===== src/rtl/lsu_controller.sv =====
// Load/store unit controller: one memory access at a time over a req/gnt/rvalid
// bus, with byte-lane steering, load extension and misalignment detection.
module lsu_controller (
    input  logic        clk,
    input  logic        rst_n,
    input  logic        req_valid,
    input  logic        req_we,
    input  logic [31:0] req_addr,
    input  logic [31:0] req_wdata,
    input  logic [2:0]  req_funct3,
    output logic        req_ready,
    output logic        stall,
    output logic        rsp_valid,
    output logic        rsp_err,
    output logic [31:0] rsp_rdata,
    output logic        mem_req,
    input  logic        mem_gnt,
    output logic        mem_we,
    output logic [31:0] mem_addr,
    output logic [3:0]  mem_be,
    output logic [31:0] mem_wdata,
    input  logic        mem_rvalid,
    input  logic [31:0] mem_rdata
);

    typedef enum logic [1:0] {S_IDLE, S_REQ, S_WAIT, S_RESP} state_t;

    state_t      state_q, state_d;
    logic        mem_we_q, mem_we_d;
    logic [31:0] mem_addr_q, mem_addr_d;
    logic [3:0]  mem_be_q, mem_be_d;
    logic [31:0] mem_wdata_q, mem_wdata_d;
    logic [2:0]  funct3_q, funct3_d;
    logic [1:0]  off_q, off_d;
    logic        rsp_err_q, rsp_err_d;
    logic [31:0] rsp_rdata_q, rsp_rdata_d;

    logic        acc_err;
    logic [3:0]  acc_be;
    logic [31:0] acc_wdata;
    logic [31:0] lane_word;
    logic [31:0] load_ext;

    // Decode of the incoming request: legality, lane enables and replicated data.
    always_comb begin
        acc_err   = 1'b0;
        acc_be    = 4'b0000;
        acc_wdata = req_wdata;
        case (req_funct3)
            3'b000, 3'b100: begin
                acc_be    = 4'b0001 << req_addr[1:0];
                acc_wdata = {4{req_wdata[7:0]}};
                acc_err   = req_we & req_funct3[2];
            end
            3'b001, 3'b101: begin
                acc_be    = 4'b0011 << {req_addr[1], 1'b0};
                acc_wdata = {2{req_wdata[15:0]}};
                acc_err   = req_addr[0] | (req_we & req_funct3[2]);
            end
            3'b010: begin
                acc_be  = 4'b1111;
                acc_err = (req_addr[1:0] != 2'b00);
            end
            default: acc_err = 1'b1;
        endcase
    end

    // Halfword accesses are known aligned here, so a byte-offset shift also
    // brings the addressed half down to bit 0.
    always_comb begin
        lane_word = mem_rdata >> {off_q, 3'b000};
        case (funct3_q)
            3'b000:  load_ext = {{24{lane_word[7]}}, lane_word[7:0]};
            3'b100:  load_ext = {24'h0, lane_word[7:0]};
            3'b001:  load_ext = {{16{lane_word[15]}}, lane_word[15:0]};
            3'b101:  load_ext = {16'h0, lane_word[15:0]};
            default: load_ext = mem_rdata;
        endcase
    end

    always_comb begin
        state_d     = state_q;
        mem_we_d    = mem_we_q;
        mem_addr_d  = mem_addr_q;
        mem_be_d    = mem_be_q;
        mem_wdata_d = mem_wdata_q;
        funct3_d    = funct3_q;
        off_d       = off_q;
        rsp_err_d   = rsp_err_q;
        rsp_rdata_d = rsp_rdata_q;
        case (state_q)
            S_IDLE: begin
                if (req_valid) begin
                    funct3_d = req_funct3;
                    off_d    = req_addr[1:0];
                    if (acc_err) begin
                        rsp_err_d   = 1'b1;
                        rsp_rdata_d = 32'h0;
                        state_d     = S_RESP;
                    end else begin
                        mem_we_d    = req_we;
                        mem_addr_d  = {req_addr[31:2], 2'b00};
                        mem_be_d    = acc_be;
                        mem_wdata_d = acc_wdata;
                        state_d     = S_REQ;
                    end
                end
            end
            S_REQ: begin
                if (mem_gnt) begin
                    if (mem_we_q) begin
                        rsp_err_d   = 1'b0;
                        rsp_rdata_d = 32'h0;
                        state_d     = S_RESP;
                    end else begin
                        state_d = S_WAIT;
                    end
                end
            end
            S_WAIT: begin
                if (mem_rvalid) begin
                    rsp_err_d   = 1'b0;
                    rsp_rdata_d = load_ext;
                    state_d     = S_RESP;
                end
            end
            S_RESP: state_d = S_IDLE;
            default: state_d = S_IDLE;
        endcase
    end

    always_ff @(posedge clk or negedge rst_n) begin
        if (!rst_n) begin
            state_q     <= S_IDLE;
            mem_we_q    <= 1'b0;
            mem_addr_q  <= 32'h0;
            mem_be_q    <= 4'h0;
            mem_wdata_q <= 32'h0;
            funct3_q    <= 3'b000;
            off_q       <= 2'b00;
            rsp_err_q   <= 1'b0;
            rsp_rdata_q <= 32'h0;
        end else begin
            state_q     <= state_d;
            mem_we_q    <= mem_we_d;
            mem_addr_q  <= mem_addr_d;
            mem_be_q    <= mem_be_d;
            mem_wdata_q <= mem_wdata_d;
            funct3_q    <= funct3_d;
            off_q       <= off_d;
            rsp_err_q   <= rsp_err_d;
            rsp_rdata_q <= rsp_rdata_d;
        end
    end

    assign req_ready = (state_q == S_IDLE);
    assign mem_req   = (state_q == S_REQ);
    assign rsp_valid = (state_q == S_RESP);
    // Released in RESP so the instruction advances together with its response.
    assign stall     = ((state_q == S_IDLE) & req_valid) | (state_q == S_REQ) | (state_q == S_WAIT);
    assign mem_we    = mem_we_q;
    assign mem_addr  = mem_addr_q;
    assign mem_be    = mem_be_q;
    assign mem_wdata = mem_wdata_q;
    assign rsp_err   = rsp_err_q;
    assign rsp_rdata = rsp_rdata_q;

endmodule


===== config.mk =====
export PLATFORM = sky130hd
export DESIGN_NAME = lsu_controller
export DESIGN_NICKNAME = d
export VERILOG_FILES = /design/src/rtl/lsu_controller.sv
export SDC_FILE = /design/constraint.sdc
export NUM_CORES = 1
export LEC_CHECK = 0
export ABC_AREA = 1
export BUFFER_PORTS_ARGS = -buffer_cell sky130_fd_sc_hd__buf_2
export CORE_ASPECT_RATIO = 1.75
export CORE_MARGIN = 2
export CORE_UTILIZATION = 25
export DETAILED_ROUTE_END_ITERATION = 12
export PLACE_DENSITY = 0.56
export SLEW_MARGIN = 25
export SYNTH_ARGS = -nofsm -noshare
export SYNTH_HDL_FRONTEND = slang
export SYNTH_SLANG_ARGS = --single-unit

===== constraint.sdc =====
create_clock -name clk -period 1.8 [get_ports clk]
set_input_delay 0.09 -clock clk [delete_from_list [all_inputs] [get_ports clk]]
set_output_delay 0.09 -clock clk [all_outputs]
set_load 0.005 [all_outputs]

# [Word-level counts from Yosys, hierarchy flattened]
# Index checks and enable logic that the tools add are counted.
[classes] mux=22 n_reduce_logical=11 n_shift=3 n_eq_ne=15 bitwise_logic=6
[ops] cell="two-way mux 32 bit" count=5
[ops] cell="one-hot mux 32 bit (4 select lines)" count=1
[ops] cell="one-hot mux 32 bit (3 select lines)" count=1
[ops] cell="one-hot mux 32 bit (2 select lines)" count=1
[ops] cell=">> shifter 32 x 5 -> 16 bit" count=1
[ops] cell="== test 3 bit (second input constant)" count=4
[ops] cell="one-hot mux 4 bit (3 select lines)" count=1
[ops] cell="two-way mux 2 bit" count=4
[ops] cell="one-hot mux 2 bit (4 select lines)" count=1
[ops] cell="== test 3 x 1 -> 1 bit (second input constant)" count=2
[ops] cell="zero test 3 bit" count=2
[ops] cell="two-way mux 1 bit" count=6
[ops] cell="!= test 2 x 1 -> 1 bit (second input constant)" count=3
[ops] cell="one-hot mux 1 bit (3 select lines)" count=2
[ops] cell="AND reduction 3 bit" count=2
[ops] cell="AND reduction 6 bit" count=1
[ops] cell="== test 2 bit (second input constant)" count=2
[ops] cell="!= test 2 bit (second input constant)" count=2
[ops] cell="OR reduction 2 bit" count=2
[ops] cell="left shift 1 x 2 -> 4 bit (first input constant)" count=1
[ops] cell="left shift 2 x 2 -> 4 bit (first input constant)" count=1
[ops] cell="== test 3 x 2 -> 1 bit (second input constant)" count=1
[ops] cell="OR 1 bit" count=3
[ops] cell="nonzero test 3 bit" count=1
[ops] cell="other kinds (6)" count=7
[word_totals] regBits=107 output_inout_bits=106 inputBits=105 word_cells=66

# [Longest topological paths before layout]
[logic_depth] word_depth=6 depth_mapped=11 mapped_depth_nobuf=10

# [Worst setup path before layout]
# No wires, ideal clock.
[synth_timing] path_type="flip-flop to flip-flop" startpoint="reg state_q[0]" endpoint="reg rsp_rdata_q[27], in the netlist rsp_rdata[27]" path_slack_ns=0.073 stages_incl_launch_ff=12 t_arrival_ns=1.609 setup_time_ns=0.118 path_cell_list="dfrtp_1 -> inv_1 -> ha_1 -> buf_4 -> inv_2 -> or2_2 -> nand3b_1 -> nor2_4 -> inv_2 -> buf_4 -> nand2_1 -> nand2_1"
[synth_via] elab_chain_cells=3
[synth_rtl] element="start: declaration" line_no="28" rtl="state_t state_q, state_d;"
[synth_rtl] element="start signal: assignment" line_no="144" rtl="state_q <= state_d;"
[synth_rtl] element="== test 2 bit (tied with other cells)" line_no="91" rtl="case (state_q)"
[synth_rtl] element="!= test 2 bit (no source line) (tied with other cells)"
[synth_rtl] element="AND reduction 6 bit (no source line)"
[synth_rtl] element="end signal: assignment" line_no="152" rtl="rsp_rdata_q <= rsp_rdata_d;"
[synth_rtl] element="end: declaration" line_no="36" rtl="logic [31:0] rsp_rdata_q, rsp_rdata_d;"
# Parallel ways exist; a longest one is shown, timed or not.
# A chain may end at the register's enable or synchronous reset.

# [Worst setup path in the final report]
[layout_timing] startpoint="reg state_q[1]" endpoint="reg rsp_rdata_q[26], in the netlist rsp_rdata[26]"
# The elaborated chain is that of the path after synthesis.

==> results.py <==
metrics = {
    "global_route": {
        "gr-usage-met3_pct": 3.58,
        "grt_max_degree": 60,
        "busiest_layer": "met2",
        "grt_pass1_wl_um": 29600,
        "grt_pass1_vias": 5629,
        "grtUsageTotal_pct": 16.4,
        "grt_util_met1_pct": 17.8,
        "antenna_found_initial": 2,
        "grt-ovfl-total": 0,
        "grt_use_met2_pct": 28.4,
    },
    "synth": {
        "synth_fa_ha_area_share_pct": 1.12,
        "synth_most_common_cell": "nand2_1",
        "synth_edf_count": 0,
        "synth_xor_area_share_pct": 0,
        "ys_seq_elements": 107,
        "yosys_warnings": 0,
        "synth_cell_types": 28,
        "synthSimpleGateAreaFrac_pct": 36.0,
        "synth_mux_area_share_pct": 0,
        "syn-cell-area_mm2": 0.00557,
        "syn_inst": 757,
        "synth_top_family_by_area": "simple AND/OR/NAND/NOR gates",
        "syn_area_per_cell_um2": 7.35,
        "async_flop_share_pct": 100,
        "yosys-top-cells-area": "dfrtp_1 48%, nand2_1 22%, nand3_1 9.8%, a21oi_1 2.9%, inv_1 2.3%",
        "synth-main-ff-cell": "dfrtp_1",
        "ys_seq_area_share_pct": 48.1,
        "synth_compound_area_share_pct": 6.88,
        "synthTopCellsByCount": "331 x nand2_1, 109 x nand3_1, 107 x dfrtp_1",
        "yosys.area.top_type": "dfrtp_1",
        "synth_top_area_share_pct": 48.1,
    },
    "clock_tree": {
        "clock_sinks": 107,
        "cts_tree": "yes",
        "cts_made_buffers": 9,
        "clk_latency_ns": 0.36,
        "path_clk_slew_ns": 0.07,
        "cts_root_buf": "clkbuf_16",
        "clk_path_buf_depth": 2,
        "htreeDepth": 3,
    },
    "critical_path": {
        "cpLargestDelayFamily": "buffers and inverters",
        "crit_chain": "buf_6, ha_1, o21bai_1, nand3b_1, nor2_4, buf_12, buf_6, buf_12, nand3_1, nand2_1",
        "crit_type": "reg -> reg",
        "worst-r2r-setup-slack_ns": 0.08,
        "worstPathArrival_ns": 2.02,
        "crit_path_max_fanout": 11,
        "crit_required_ns": 2.09,
        "slowest_delay_ns": 0.43,
        "cp-start-kind": "register",
        "cp-end-kind": "register",
        "crit_slowest_cell": "dfrtp_2",
        "critPathBufInv": 4,
    },
    "place": {
        "port-buffer-count": 208,
        "dp_hpwl_um": 14200,
        "globalplace.congestion": 0.838,
        "pre_cts_ws_ns": -0.0882,
    },
    "power": {
        "p_leak_nw": 4.44,
        "power_density_mw_per_mm2": 1580,
        "ir_worst_vdd_uv": 567,
        "finalPower_w": 0.0124,
    },
    "timing": {
        "slew_headroom_pct": 59.4,
        "fin_ws_ns": 0.0757,
        "finalMaxSlewViolations": 0,
        "setup_viol": 0,
        "finalCritPeriodShare_pct": 95.8,
        "period_needed_ns": 1.72,
        "fin_skew_ns": 0.00893,
        "fmax_ghz": 0.580,
        "finalHoldViolCount": 0,
        "tightest_slew_ns": 0.609,
    },
    "route": {
        "first_iter_violations": 374,
        "firstDrtPassIters": 4,
        "drc": 0,
        "routed-via-count": 5792,
        "drtAntennaViolNets": 0,
        "vias_per_cell": 4.43,
        "routedWlPerCell_um": 14.8,
        "drt_wl_total_um": 19300,
    },
    "die": {
        "row_count": 72,
        "die-area_mm2": 0.0235,
        "start_util_pct": 25.3,
        "core_mm2": 0.0220,
        "io_pins": 211,
        "die_y_um": 201,
        "die_w_um": 117,
    },
    "finish": {
        "area_delta_synth_final_pct": 41.0,
        "ff_latch_area_mm2": 0.00268,
        "nFillCells": 2383,
        "fin_nets": 1114,
        "drive_gt1_share_pct": 28.6,
        "multiInputGateArea_mm2": 0.00250,
    },
    "hold_path": {
        "hp-class": "in -> reg",
    },
    "outcome": {
        "status": "complete, no violations",
    },
    "flow_run": {
        "cap_violations": 0,
    },
}
[worst reg2reg max path, delay by kind of cell (launching register included)]
kind            cells  cell delay, ns
buf+inv             4            0.50
simple gates        4            0.45
flops               1            0.43
compound gates      1            0.14
fa+ha+maj           1            0.16
[report_power, final]
group / leakage, nW / switching, W / internal, W
clock: 0.159 / 0.000930 / 0.00136
sequential: 1.37 / 0.000623 / 0.00343
combinational: 2.91 / 0.00345 / 0.00262
[state kept, by name, summed over array words and instances, names as in the netlist]
| name | cells |
|---|---|
| mem_addr | 30 |
| funct3_q | 3 |
| rsp_rdata | 32 |
| mem_wdata | 32 |
| mem_be | 4 |
| rsp_err | 1 |
| state_q | 2 |
| mem_we | 1 |
| off_q | 2 |
[final cells by class]
type	instances	area share, %
Sequential cell	107	34.1
Multi-Input combinational cell	564	31.8
Tap cell	296	4.72
Inverter	39	2.03
Clock buffer	10	2.92
Antenna cell	1	0.0319
Timing Repair Buffer	282	22.8
Timing Repair inverter	1	0.144
Clock inverter	6	1.45
[cell families after synthesis]
| logic type | Yosys count |
|---|---|
| fa+ha+maj | 5 |
| compound gates | 74 |
| other cells | 1 |
| simple gates | 483 |
| flops | 107 |
| buf+inv | 87 |
[per-stage QoR]
step                      hold WS, ns  instances  utilization (%)  area, um2  TNS, ns
after detailed placement       0.0410       1247             31.8       6980    -2.02
final                          0.0169       1306             35.7       7850        0
after global placement         0.0454       1247             31.8       6980   -0.720
after CTS                     0.00557       1298             34.9       7680        0
after global routing           0.0296       1305             35.7       7840  -0.0285
after floorplan                -0.206        758                -       5570        0
[what timing repair did]
action	4_1_cts	5_1_grt
gates resized for setup	2	26
pin swaps	0	4
buffers inserted	0	6
cloned	0	1
setup endpoints to repair	34	69
hold endpoints to repair	74	0
hold buffers	35	0
[final timing paths]
path	cells after the start	from	endpoint
hold / removal	3	req_wdata[2]	mem_wdata[2]
setup / recovery	10	state_q[1]	rsp_rdata[26]
hold reg to reg	2	mem_addr[5]	mem_addr[5]
min in group asynchronous	2	rst_n	rsp_rdata[5]
max in group asynchronous	3	rst_n	rsp_rdata[14]
setup reg to reg	10	state_q[1]	rsp_rdata[26]
[routing by layer]
layer	wire, um	vias to the layer above
li1	-	2899
met1	7080	2650
met2	10100	184
met3	1040	57
met4	1090	2
met5	13	-
[layout by cell type, fill, tap and decap left out, drive strengths merged]
cell | netlist | final
inv | 39 | 39
clkinv | 0 | 2
diode | 0 | 1
nand2 | 332 | 332
o21ai | 36 | 36
buf | 33 | 247
bufinv | 0 | 3
nor3 | 1 | 1
a31oi | 4 | 4
ha | 5 | 5
nand3b | 1 | 1
or2 | 2 | 2
nand3 | 112 | 112
dfrtp | 107 | 107
o21bai | 1 | 1
clkinvlp | 0 | 2
conb | 1 | 2
o22ai | 1 | 1
dlygate4sd3 | 0 | 35
clkbuf | 15 | 10
a21oi | 32 | 32
nor2 | 35 | 35
Note: power is estimated with default switching activity, not from simulation.
